File: src/rtl/bcd_time_counter.sv
// BCD HH:MM:SS time-of-day counter with prescaler, validated load, HH:MM alarm
// and day-rollover pulse; 12h/24h selected by parameter.
module bcd_time_counter #(
   parameter int unsigned DIV = 1,
   parameter bit          H12 = 1'b0
) (
   input  logic       clk,
   input  logic       reset,
   input  logic       en,
   input  logic       load,
   input  logic [7:0] ld_hh,
   input  logic [7:0] ld_mm,
   input  logic [7:0] ld_ss,
   input  logic       ld_pm,
   input  logic       alm_wr,
   input  logic [7:0] alm_hh,
   input  logic [7:0] alm_mm,
   input  logic       alm_pm,
   input  logic       alm_en,
   input  logic       alm_ack,
   output logic [7:0] hh,
   output logic [7:0] mm,
   output logic [7:0] ss,
   output logic       pm,
   output logic       sec_tick,
   output logic       day_pulse,
   output logic       alarm,
   output logic       load_err
);

   localparam int unsigned    PW      = (DIV > 1) ? $clog2(DIV) : 1;
   localparam logic [PW-1:0]  PRE_MAX = PW'(DIV - 1);
   localparam logic [7:0]     RST_HH  = H12 ? 8'h12 : 8'h00;

   logic [PW-1:0] pre;
   logic [7:0]    hh_r, mm_r, ss_r;
   logic          pm_r;
   logic [7:0]    alm_hh_r, alm_mm_r;
   logic          alm_pm_r;

   logic [7:0]    hh_n, mm_n, ss_n;
   logic          pm_n, roll;
   logic          tick, ld_ok, alm_ok, alarm_set;

   function automatic logic [7:0] inc_bcd(input logic [7:0] v);
      if (v[3:0] == 4'd9) return {v[7:4] + 4'd1, 4'd0};
      return {v[7:4], v[3:0] + 4'd1};
   endfunction

   function automatic logic [7:0] inc60(input logic [7:0] v);
      if (v == 8'h59) return 8'h00;
      return inc_bcd(v);
   endfunction

   function automatic logic valid_ms(input logic [7:0] v);
      return (v[7:4] <= 4'd5) && (v[3:0] <= 4'd9);
   endfunction

   function automatic logic valid_hr(input logic [7:0] v);
      if (H12)
         return ((v[7:4] == 4'd0) && (v[3:0] >= 4'd1) && (v[3:0] <= 4'd9)) ||
                ((v[7:4] == 4'd1) && (v[3:0] <= 4'd2));
      return ((v[7:4] <= 4'd1) && (v[3:0] <= 4'd9)) ||
             ((v[7:4] == 4'd2) && (v[3:0] <= 4'd3));
   endfunction

   assign tick   = en && (pre == PRE_MAX);
   assign ld_ok  = valid_hr(ld_hh) && valid_ms(ld_mm) && valid_ms(ld_ss);
   assign alm_ok = valid_hr(alm_hh) && valid_ms(alm_mm);

   // Full carry chain resolved combinationally so every digit updates on one edge.
   always_comb begin
      ss_n = inc60(ss_r);
      mm_n = mm_r;
      hh_n = hh_r;
      pm_n = pm_r;
      roll = 1'b0;
      if (ss_r == 8'h59) begin
         mm_n = inc60(mm_r);
         if (mm_r == 8'h59) begin
            if (H12) begin
               if (hh_r == 8'h12) begin
                  hh_n = 8'h01;
               end else if (hh_r == 8'h11) begin
                  hh_n = 8'h12;
                  pm_n = ~pm_r;
                  roll = pm_r;
               end else begin
                  hh_n = inc_bcd(hh_r);
               end
            end else begin
               if (hh_r == 8'h23) begin
                  hh_n = 8'h00;
                  roll = 1'b1;
               end else begin
                  hh_n = inc_bcd(hh_r);
               end
            end
         end
      end
   end

   assign alarm_set = tick && !load && alm_en && (ss_n == 8'h00) &&
                      (hh_n == alm_hh_r) && (mm_n == alm_mm_r) &&
                      (!H12 || (pm_n == alm_pm_r));

   always_ff @(posedge clk or posedge reset) begin
      if (reset) begin
         pre       <= '0;
         hh_r      <= RST_HH;
         mm_r      <= '0;
         ss_r      <= '0;
         pm_r      <= 1'b0;
         alm_hh_r  <= RST_HH;
         alm_mm_r  <= '0;
         alm_pm_r  <= 1'b0;
         sec_tick  <= 1'b0;
         day_pulse <= 1'b0;
         alarm     <= 1'b0;
         load_err  <= 1'b0;
      end else begin
         sec_tick  <= tick && !load;
         day_pulse <= tick && !load && roll;
         load_err  <= (load && !ld_ok) || (alm_wr && !alm_ok);

         // Load pre-empts any tick in the same cycle, accepted or not.
         if (load) begin
            pre <= '0;
            if (ld_ok) begin
               hh_r <= ld_hh;
               mm_r <= ld_mm;
               ss_r <= ld_ss;
               pm_r <= H12 ? ld_pm : 1'b0;
            end
         end else if (en) begin
            pre <= tick ? '0 : pre + 1'b1;
            if (tick) begin
               hh_r <= hh_n;
               mm_r <= mm_n;
               ss_r <= ss_n;
               pm_r <= pm_n;
            end
         end

         if (alm_wr && alm_ok) begin
            alm_hh_r <= alm_hh;
            alm_mm_r <= alm_mm;
            alm_pm_r <= H12 ? alm_pm : 1'b0;
         end

         if (alarm_set)
            alarm <= 1'b1;
         else if (alm_ack || !alm_en)
            alarm <= 1'b0;
      end
   end

   assign hh = hh_r;
   assign mm = mm_r;
   assign ss = ss_r;
   assign pm = pm_r;

endmodule
File: config.mk
export PLATFORM = sky130hd
export DESIGN_NAME = bcd_time_counter
export DESIGN_NICKNAME = d
export VERILOG_FILES = /design/src/rtl/bcd_time_counter.sv
export SDC_FILE = /design/constraint.sdc
export NUM_CORES = 1
export LEC_CHECK = 0
export CAP_MARGIN = 20
export CORE_UTILIZATION = 50
export CTS_BUF_LIST = sky130_fd_sc_hd__clkbuf_8 sky130_fd_sc_hd__clkbuf_16
export DETAILED_ROUTE_END_ITERATION = 10
export GPL_TIMING_DRIVEN = 1
export PLACE_DENSITY_LB_ADDON = 0.1
export SLEW_MARGIN = 20
export SYNTH_ARGS = -nofsm -noshare
export SYNTH_HDL_FRONTEND = slang
export SYNTH_SLANG_ARGS = --single-unit
File: constraint.sdc
create_clock -name clk -period 2.5 [get_ports clk]
set_clock_uncertainty 0.05 [all_clocks]
set_input_delay 0.5 -clock clk [delete_from_list [all_inputs] [get_ports clk]]
set_output_delay 0.5 -clock clk [all_outputs]
set_load 0.01 [all_outputs]
=== After elaboration in Yosys (flattened, before gate mapping) ===
Index checks and enable logic that the tools add are counted.

* Register bits: 45
* Output and inout port bits: 29
* Bits of input ports: 49

* Multiplexer cells: 46
* Equal/unequal tests: 11
* $add $sub $neg: 7
* Reduce and logical (&&, ||, !) cells: 33
* Bitwise operators: 1
* Magnitude comparators: 12

{| class="wikitable"
|+ Operators by type and width
! cell !! number
|-
| $mux W8 || 26
|-
| $add A4 B1 Y4 const B || 6
|-
| $le A4 B4 Y1 const B || 5
|-
| $logic_and A1 B1 Y1 || 20
|-
| $mux W1 || 20
|-
| $eq A8 B7 Y1 const B || 2
|-
| $eq A8 B8 Y1 || 2
|-
| $eq A4 B4 Y1 const B || 3
|-
| $le A4 B3 Y1 const B || 3
|-
| $eq A4 B2 Y1 const B || 2
|-
| $eq A8 B6 Y1 const B || 1
|-
| $le A4 B1 Y1 const B || 2
|-
| $le A4 B2 Y1 const B || 2
|-
| $logic_not A8 Y1 || 1
|-
| $reduce_bool A2 Y1 || 3
|-
| $logic_not A1 Y1 || 4
|-
| $logic_or A1 B1 Y1 || 4
|-
| $reduce_and A3 Y1 || 1
|-
| $ne A2 B1 Y1 const B || 1
|-
| $add A1 B1 Y1 const B || 1
|-
| $not A1 Y1 || 1
|}

=== Logic depth before layout (Yosys ltp) ===
Gate-level depths: netlist of the first run.

* Depth in word-level cells: 13
* Mapped depth: 11
* Depth with buffers taken out: 9

=== Least setup slack after synthesis of the first run ===
No wires, ideal clock.

* Path type: register -> register
* From: register ss_r[0], in the netlist ss[0]
* To: register alarm
* Arrival: 2.173 ns
* Data required time: 2.384 ns
* Cell stages (with the launch flop): 10
* Buffers on the path: 1
* Period minus slack after synthesis: 2.289 ns
* Setup slack: 0.211 ns
* Cells stage by stage: dfrtp_1 > ha_1 > and3b_1 > clkbuf_1 > nand3_1 > o41a_1 > xnor2_1 > nor4b_1 > nand4_1 > nand2_1

* Longest elaborated chain between the ends: 10
* Elaborated cells on any way between the ends: 18
* Those cells by class: add/sub: 1; eq/ne: 4; mux: 8; reduce/logical: 5

{| class="wikitable"
|+ RTL lines
! element !! line !! RTL
|-
| start, declared || 36 || <nowiki>logic [7:0] hh_r, mm_r, ss_r;</nowiki>
|-
| start signal, assigned || 132 || <nowiki>ss_r <= ld_ss;</nowiki>
|-
| start signal, assigned || 140 || <nowiki>ss_r <= ss_n;</nowiki>
|-
| $eq A4 B4 Y1 || 46 || <nowiki>if (v[3:0] == 4'd9) return {v[7:4] + 4'd1, 4'd0};</nowiki>
|-
| $mux W1 || 46 ||
|-
| $mux W1 || 52 || <nowiki>return inc_bcd(v);</nowiki>
|-
| $mux W8 || 47 || <nowiki>return {v[7:4], v[3:0] + 4'd1};</nowiki>
|-
| $mux W8 || 52 ||
|-
| $logic_not A8 Y1 || 103 || <nowiki>assign alarm_set = tick && !load && alm_en && (ss_n == 8'h00) &&</nowiki>
|-
| $logic_and A1 B1 Y1 (2 in series) || 103 ||
|-
| $logic_and A1 B1 Y1 (*) || 104 || <nowiki>(hh_n == alm_hh_r) && (mm_n == alm_mm_r) &&</nowiki>
|-
| $mux W1 / $reduce_bool A2 Y1 (equally long branches) || - ||
|-
| end signal, assigned || 119 || <nowiki>alarm <= 1'b0;</nowiki>
|-
| end signal, assigned || 152 || <nowiki>alarm <= 1'b1;</nowiki>
|-
| end signal, assigned || 154 || <nowiki>alarm <= 1'b0;</nowiki>
|-
| end, declared || 27 || <nowiki>output logic alarm,</nowiki>
|}

Mark *: on every way between the ends. The rest lies on a longest branch, timed or not. The select of a mux whose other input is x is not followed.
A chain may end at the register's enable or synchronous reset.

=== Worst setup path in the final report of the first run ===
* From: register ss_r[1], in the netlist ss[1]
* To: register alarm

Same word-level chain as after synthesis.

==> qor.txt, run 1 <==
Post-DP HPWL: 7440 um
hold buffer count at CTS: 0
Antenna Violating Nets Remaining: 0
Synth cell types: 64
clk root buf: clkbuf_8
Clock Path Buffers: 2
CP Class: reg -> reg
H-Tree Depth: 2
clock-pin slew on the worst setup and hold paths: 100 ps
Total GRT Usage: 0.315
GPL Wtd Cong: 0.966
worst slew pin tran: 530 ps
GR Overflow Total: 0
Final Max Slew Viols: 0
Top FF cell, synth: dfrtp_1
CTS tree: built
core footprint: 6030 um2
CTS Sinks: 45
Power Total: 2.63 mW
# nets final: 534
first-pass GRT wire length: 15900 um
DRC viols: 0
initial core utilization: 0.529
Post-Synthesis Cells: 362
setup_tns: 0 ps
CP delay by family, top: simple AND/OR/NAND/NOR gates
Critical Path RT: 2700 ps
Post-synth EDFFs: 0
status: completed
register area: 1130 um2
Setup violations, final: 0
drt first pass iters: 5
final hold slack: 394 ps
layout filler cell count: 455
final worst path period share: 0.952
maximum vdd ir drop: 0.369 mV
WL/cell: 18.2 um
cts bufs inserted: 5
postcts setup bufs: 0
power per cell area: 579 nW/um2
slowest stage cell on the critical path: dfrtp_1
die width: 81.8 um
Post-synth ARST share: 1.00
CP cell instances: inv_1 -> ha_2 -> nand3b_4 -> nor4_4 -> buf_6 -> mux2i_2 -> xnor2_1 -> nor4b_2 -> nand4_1 -> nand2_1
sequential area share after synthesis: 0.353
vias per cell: 6.17
post-synthesis cell area: 3190 um2
layout cells sized above 1: 0.198
die height: 81.8 um
FP Rows: 28
area of the multi-input gates: 1980 um2
die area: 6690 um2
Hold Vio Cnt, Final: 0
post-synth top area cell: dfrtp_1
Worst Hold Launch: pre
Final Critical Period: 2380 ps
Area Overhead vs Synth: 42.7%
Slew headroom: 0.646
Static Leak: 1.98 nW
number of diodes: 0
largest net degree at the start of global routing: 30
Hold Crit Class: reg -> reg
Vias: 3387
Yosys warning count: 0
CP Launch Type: flip-flop
final std cells w/o fill: 549
max cap viols: 0
Synth Register Bits: 45
worst path bufs/invs: 2
Worst path max stage delay: 390 ps
PortBufs: 74
Yosys top cell area share: 0.353
reg-to-reg critical path startpoint: ss[1]
synth top area cells: dfrtp_1 35%, o21ai_0 5.3%, ha_1 4.7%
DR iter-0 viols: 272
reg2reg setup slack: 120 ps
Setup crit end kind: flip-flop
synthesized area per cell: 8.80 um2
Placed Cells: 541
initial antenna violation count: 0
crit-path max FO: 7
# IOs: 78
FMAX: 420 MHz
crit path from: ss[1]
Post-Syn Nets: 423
clk_lat worst skew: 310 ps
Routed WL: 10000 um
CP arrival: 2580 ps
vias in the first global route: 3323
through the flow:
step	area, um2	setup WS, ps	util
floorplan	3190	211	-
global placement	4340	25.6	0.721
detailed placement	4340	-54.3	0.721
CTS	4470	51.7	0.741
global route	4550	-0.300	0.754
finish	4550	120	0.754
path summary, 6_finish.rpt:
path,endpoint,cells after the start
setup / recovery,alarm,10
hold / removal,sec_tick,1
setup reg to reg,alarm,10
hold reg to reg,sec_tick,1
max in group asynchronous,ss[4],3
min in group asynchronous,hh[5],2
timing repair:
action / in CTS / in global routing
setup endpoints to repair: 1 / 1
pin swaps: 0 / 4
resized for setup: 1 / 19
endpoints found under the hold margin: 0 / 0
power by group:
part / internal [mW] / total [mW] / switching [mW]
Sequential: 0.840 / 0.963 / 0.123
Clock: 0.326 / 0.602 / 0.277
Combinational: 0.540 / 1.07 / 0.527
registers in the layout (all words and copies together), names as in the netlist:
name and count:
alm_hh_r 8, ss 8, mm 8, alarm 1
pre 1, day_pulse 1, sec_tick 1, hh 8
alm_mm_r 8, load_err 1
worst register-to-register path, stage by stage, from the launching register on:
cell	delay (ps)
dfrtp_1	390
inv_1	80
ha_2	220
nand3b_4	150
nor4_4	320
buf_6	170
mux2i_2	260
xnor2_1	120
nor4b_2	330
nand4_1	150
nand2_1	80
cell type report:
class | count | area share
clock buffer | 6 | 0.0182
timing repair buffer | 124 | 0.255
tap | 75 | 0.0206
clock inverter | 2 | 0.00826
inverter | 17 | 0.0140
sequential | 45 | 0.248
multi-input combinational | 280 | 0.437
kinds of logic (layout without fill, tap and decap cells):
| family | after synthesis | after routing | synth area share |
|---|---|---|---|
| other | 1 | 1 | 0.00118 |
| buffers and inverters | 37 | 149 | 0.0487 |
| DFF | 45 | 45 | 0.353 |
| muxes | 20 | 20 | 0.0672 |
| adders and majority gates | 12 | 12 | 0.0471 |
| xor gates and xnor gates | 9 | 9 | 0.0247 |
| and+or+nand+nor | 127 | 127 | 0.234 |
| AOI/OAI and AO/OA | 111 | 111 | 0.224 |
layer usage:
| layer | GRT usage | part of all wire | vias up |
|---|---|---|---|
| li1 | - | - | 1570 |
| met1 | 0.397 | 0.40 | 1617 |
| met3 | 0.0544 | 0.073 | 22 |
| met5 | 0 | 0 | - |
| met2 | 0.531 | 0.50 | 178 |
| met4 | 0.126 | 0.024 | 0 |
synth_stat cells (3+ instances only):
cell       count
nand3_1       12
a31oi_1        3
o211ai_1       5
inv_1         17
and3b_1        5
nand4_1        3
a21oi_1       23
o21ai_0       34
o2111ai_1      4
o22ai_1        4
and3_1         6
nand2_1       29
a211oi_1       5
xnor2_1        6
nor2_1        21
a21o_1         5
mux2i_1        9
nor3b_1        3
nand3b_1       3
ha_1          12
dfrtp_1       45
nor3_1         8
buf_2          4
nor4_1         9
a22oi_1        3
o31ai_1        4
xor2_1         3
clkbuf_1      13
mux2_2        11
nor2b_1       10
placed cells by master (no fill, tap or decap), types with 3 or more instances in the layout:
cell	netlist	final
xor2_1	3	3
buf_12	0	3
a31oi_1	3	3
nand4_1	3	3
nor3_1	8	8
buf_4	1	46
clkbuf_8	0	6
nor2_1	21	21
mux2i_1	9	7
nor3b_1	3	3
and3b_2	0	3
inv_1	17	16
and3_1	6	6
a21oi_1	23	23
nand3b_1	3	3
nand3_1	12	12
nor4_2	0	5
xnor2_1	6	6
ha_1	12	10
o211ai_1	5	5
o21ai_0	34	33
o2111ai_1	4	4
a21o_1	5	5
nand2_1	29	29
clkdlybuf4s50_1	0	74
dfrtp_1	45	45
o22ai_1	4	4
nor2b_1	10	10
nor4_1	9	4
nand3b_4	2	3
mux2_2	11	11
o31ai_1	4	4
a211oi_1	5	5
Power figures use the tool's default switching activity.
==> run 2: changes to the inputs <==
--- a/config.mk
+++ b/config.mk
@@ -5,12 +5,14 @@
 export SDC_FILE = /design/constraint.sdc
 export NUM_CORES = 1
 export LEC_CHECK = 0
-export CAP_MARGIN = 20
+export CAP_MARGIN = 10
 export CORE_UTILIZATION = 50
 export CTS_BUF_LIST = sky130_fd_sc_hd__clkbuf_8 sky130_fd_sc_hd__clkbuf_16
 export DETAILED_ROUTE_END_ITERATION = 10
 export GPL_TIMING_DRIVEN = 1
+export HOLD_SLACK_MARGIN = 0.03
 export PLACE_DENSITY_LB_ADDON = 0.1
+export RECOVER_POWER = 25
 export SLEW_MARGIN = 20
 export SYNTH_ARGS = -nofsm -noshare
 export SYNTH_HDL_FRONTEND = slang
==> run 2 against run 1 <==
Flip-flop and latch count did not move. Routed wire length barely moved. Count of clock-buffer cells in the layout did not move. Via count rose by 0.62%. Global-route usage did not move. Sequential share of layout area rose by 0.082 points. Fmax rose by 0.19%. Non-clock buffer count did not move. Highest routed layer unchanged.
==> qor.txt, run 2 (same netlist as run 1, synthesis figures left out) <==
status: completed (unchanged)
CP Launch Type: flip-flop (unchanged)
Slew headroom: 0.390 (was 0.646)
Hold Vio Cnt, Final: 0 (unchanged)
Placed Area: 4340 um2 (unchanged)
# nets final: 534 (unchanged)
cts bufs inserted: 5 (unchanged)
most common cell after layout, fill and taps aside: clkdlybuf4s50_1 (unchanged)
Placed Cells: 541 (unchanged)
Routed WL: 9990 um (was 10000 um)
final hold slack: 391 ps (was 394 ps)
reg2reg setup slack: 120 ps (about the same)
CP arrival: 2570 ps (was 2580 ps)
drt first pass iters: 6 (was 5)
number of diodes: 0 (unchanged)
Final Critical Period: 2380 ps (about the same)
Total GRT Usage: 0.315 (unchanged)
final worst path period share: 0.950 (was 0.952)
DR iter-0 viols: 334 (was 272)
clk root buf: clkbuf_8 (unchanged)
DRC viols: 0 (unchanged)
CP Class: reg -> reg (unchanged)
Static Leak: 1.98 nW (about the same)
first-pass GRT wire length: 15900 um (unchanged)
Critical Path RT: 2700 ps (about the same)
area of the multi-input gates: 1980 um2 (unchanged)
Power Total: 2.63 mW (about the same)
maximum vdd ir drop: 0.369 mV (about the same)
crit path from: ss[1] (unchanged)
Clock Path Buffers: 2 (unchanged)
reg-to-reg critical path startpoint: ss[1] (unchanged)
design area: 4530 um2 (was 4550 um2)
initial core utilization: 0.529 (unchanged)
largest net degree at the start of global routing: 30 (unchanged)
Setup violations, final: 0 (unchanged)
final std cells w/o fill: 549 (unchanged)
Setup crit end: alarm (unchanged)
register area: 1130 um2 (unchanged)
max cap viols: 0 (unchanged)
vias per cell: 6.21 (was 6.17)
worst slew pin tran: 914 ps (was 530 ps)
Setup crit end kind: flip-flop (unchanged)
Vias: 3408 (was 3387)
CTS Sinks: 45 (unchanged)
FP Rows: 28 (unchanged)
Final Max Slew Viols: 0 (unchanged)
hold buffer count at CTS: 0 (unchanged)
FMAX: 421 MHz (was 420 MHz)
CTS tree: built (unchanged)
WL/cell: 18.2 um (about the same)
initial antenna violation count: 0 (unchanged)
Worst R2R Path Depth: 10 (unchanged)
Post-DP HPWL: 7440 um (unchanged)
# IOs: 78 (unchanged)
postcts setup bufs: 0 (unchanged)
die area: 6690 um2 (unchanged)
die height: 81.8 um (unchanged)
power per cell area: 580 nW/um2 (was 579 nW/um2)
die width: 81.8 um (unchanged)
PortBufs: 74 (unchanged)
clk_lat worst skew: 310 ps (about the same)
H-Tree Depth: 2 (unchanged)
clock-pin slew on the worst setup and hold paths: 90 ps (was 100 ps)
vias in the first global route: 3323 (unchanged)
GPL Wtd Cong: 0.966 (unchanged)
Hold Crit Class: reg -> reg (unchanged)
GR Overflow Total: 0 (unchanged)
R2R Path End: alarm (unchanged)
layout cells sized above 1: 0.196 (was 0.198)
layout filler cell count: 456 (was 455)
core footprint: 6030 um2 (unchanged)
most frequent cells in the layout: 72 x clkdlybuf4s50_1, 46 x buf_4, 45 x dfrtp_1 (was 74 x clkdlybuf4s50_1, 46 x buf_4, 45 x dfrtp_1)
Area Overhead vs Synth: 42.2% (was 42.7%)
crit-path max FO: 7 (unchanged)
Antenna Violating Nets Remaining: 0 (unchanged)
[run 2: routing by layer]
metal  track usage  vias up  routed length [um]
li1              -     1567                   -
met5             0        -                   0
met4         0.126        0                 244
met1         0.397     1650                4070
met2         0.531      169                5010
met3        0.0544       22                 669
[run 2: final cells by class]
type / instances / share of cell area
Timing Repair Buffer: 124 / 0.252
Inverter: 17 / 0.0141
Clock inverter: 2 / 0.00828
Tap cell: 75 / 0.0207
Clock buffer: 6 / 0.0182
Sequential cell: 45 / 0.249
Multi-Input combinational cell: 280 / 0.438
[run 2: through the flow]
step | util | TNS, ps | setup slack, ps
6_report | 0.752 | 0 | 125
5_1_grt | 0.752 | -0.300 | -0.300
4_1_cts | 0.741 | 0 | 51.7
3_5_place_dp | 0.721 | -249 | -54.3
3_3_place_gp | 0.721 | 0 | 25.6
2_1_floorplan | - | 0 | 211
[run 2: critical path: stages (launching register included)]
cell	delay (ps)
dfrtp_1	390
inv_1	80
ha_2	220
nand3b_4	150
nor4_4	320
buf_6	170
mux2i_2	260
xnor2_1	120
nor4b_2	330
nand4_1	150
nand2_1	80
[run 2: how the worst min path moves through the flow]
stage | startpoint | end | slack [ps] | cells after the start
after global routing | pre | sec_tick | 410 | 1
after floorplan | pre | sec_tick | 410 | 1
after CTS | pre | sec_tick | 390 | 1
after global placement | pre | sec_tick | 370 | 1
after detailed placement | pre | sec_tick | 380 | 1
final | pre | sec_tick | 390 | 1
[run 2: repair_timing]
| item | in CTS | in global routing |
|---|---|---|
| endpoints found under the setup margin | 1 | 1 |
| pin swaps | 0 | 4 |
| resized for setup | 1 | 19 |
| hold endpoints to repair | 0 | 0 |
| gates cloned | 0 | 0 |
[run 2: where the power goes]
group          switching (mW)  internal [mW]
clock                   0.275          0.325
combinational           0.527          0.536
sequential              0.124          0.840
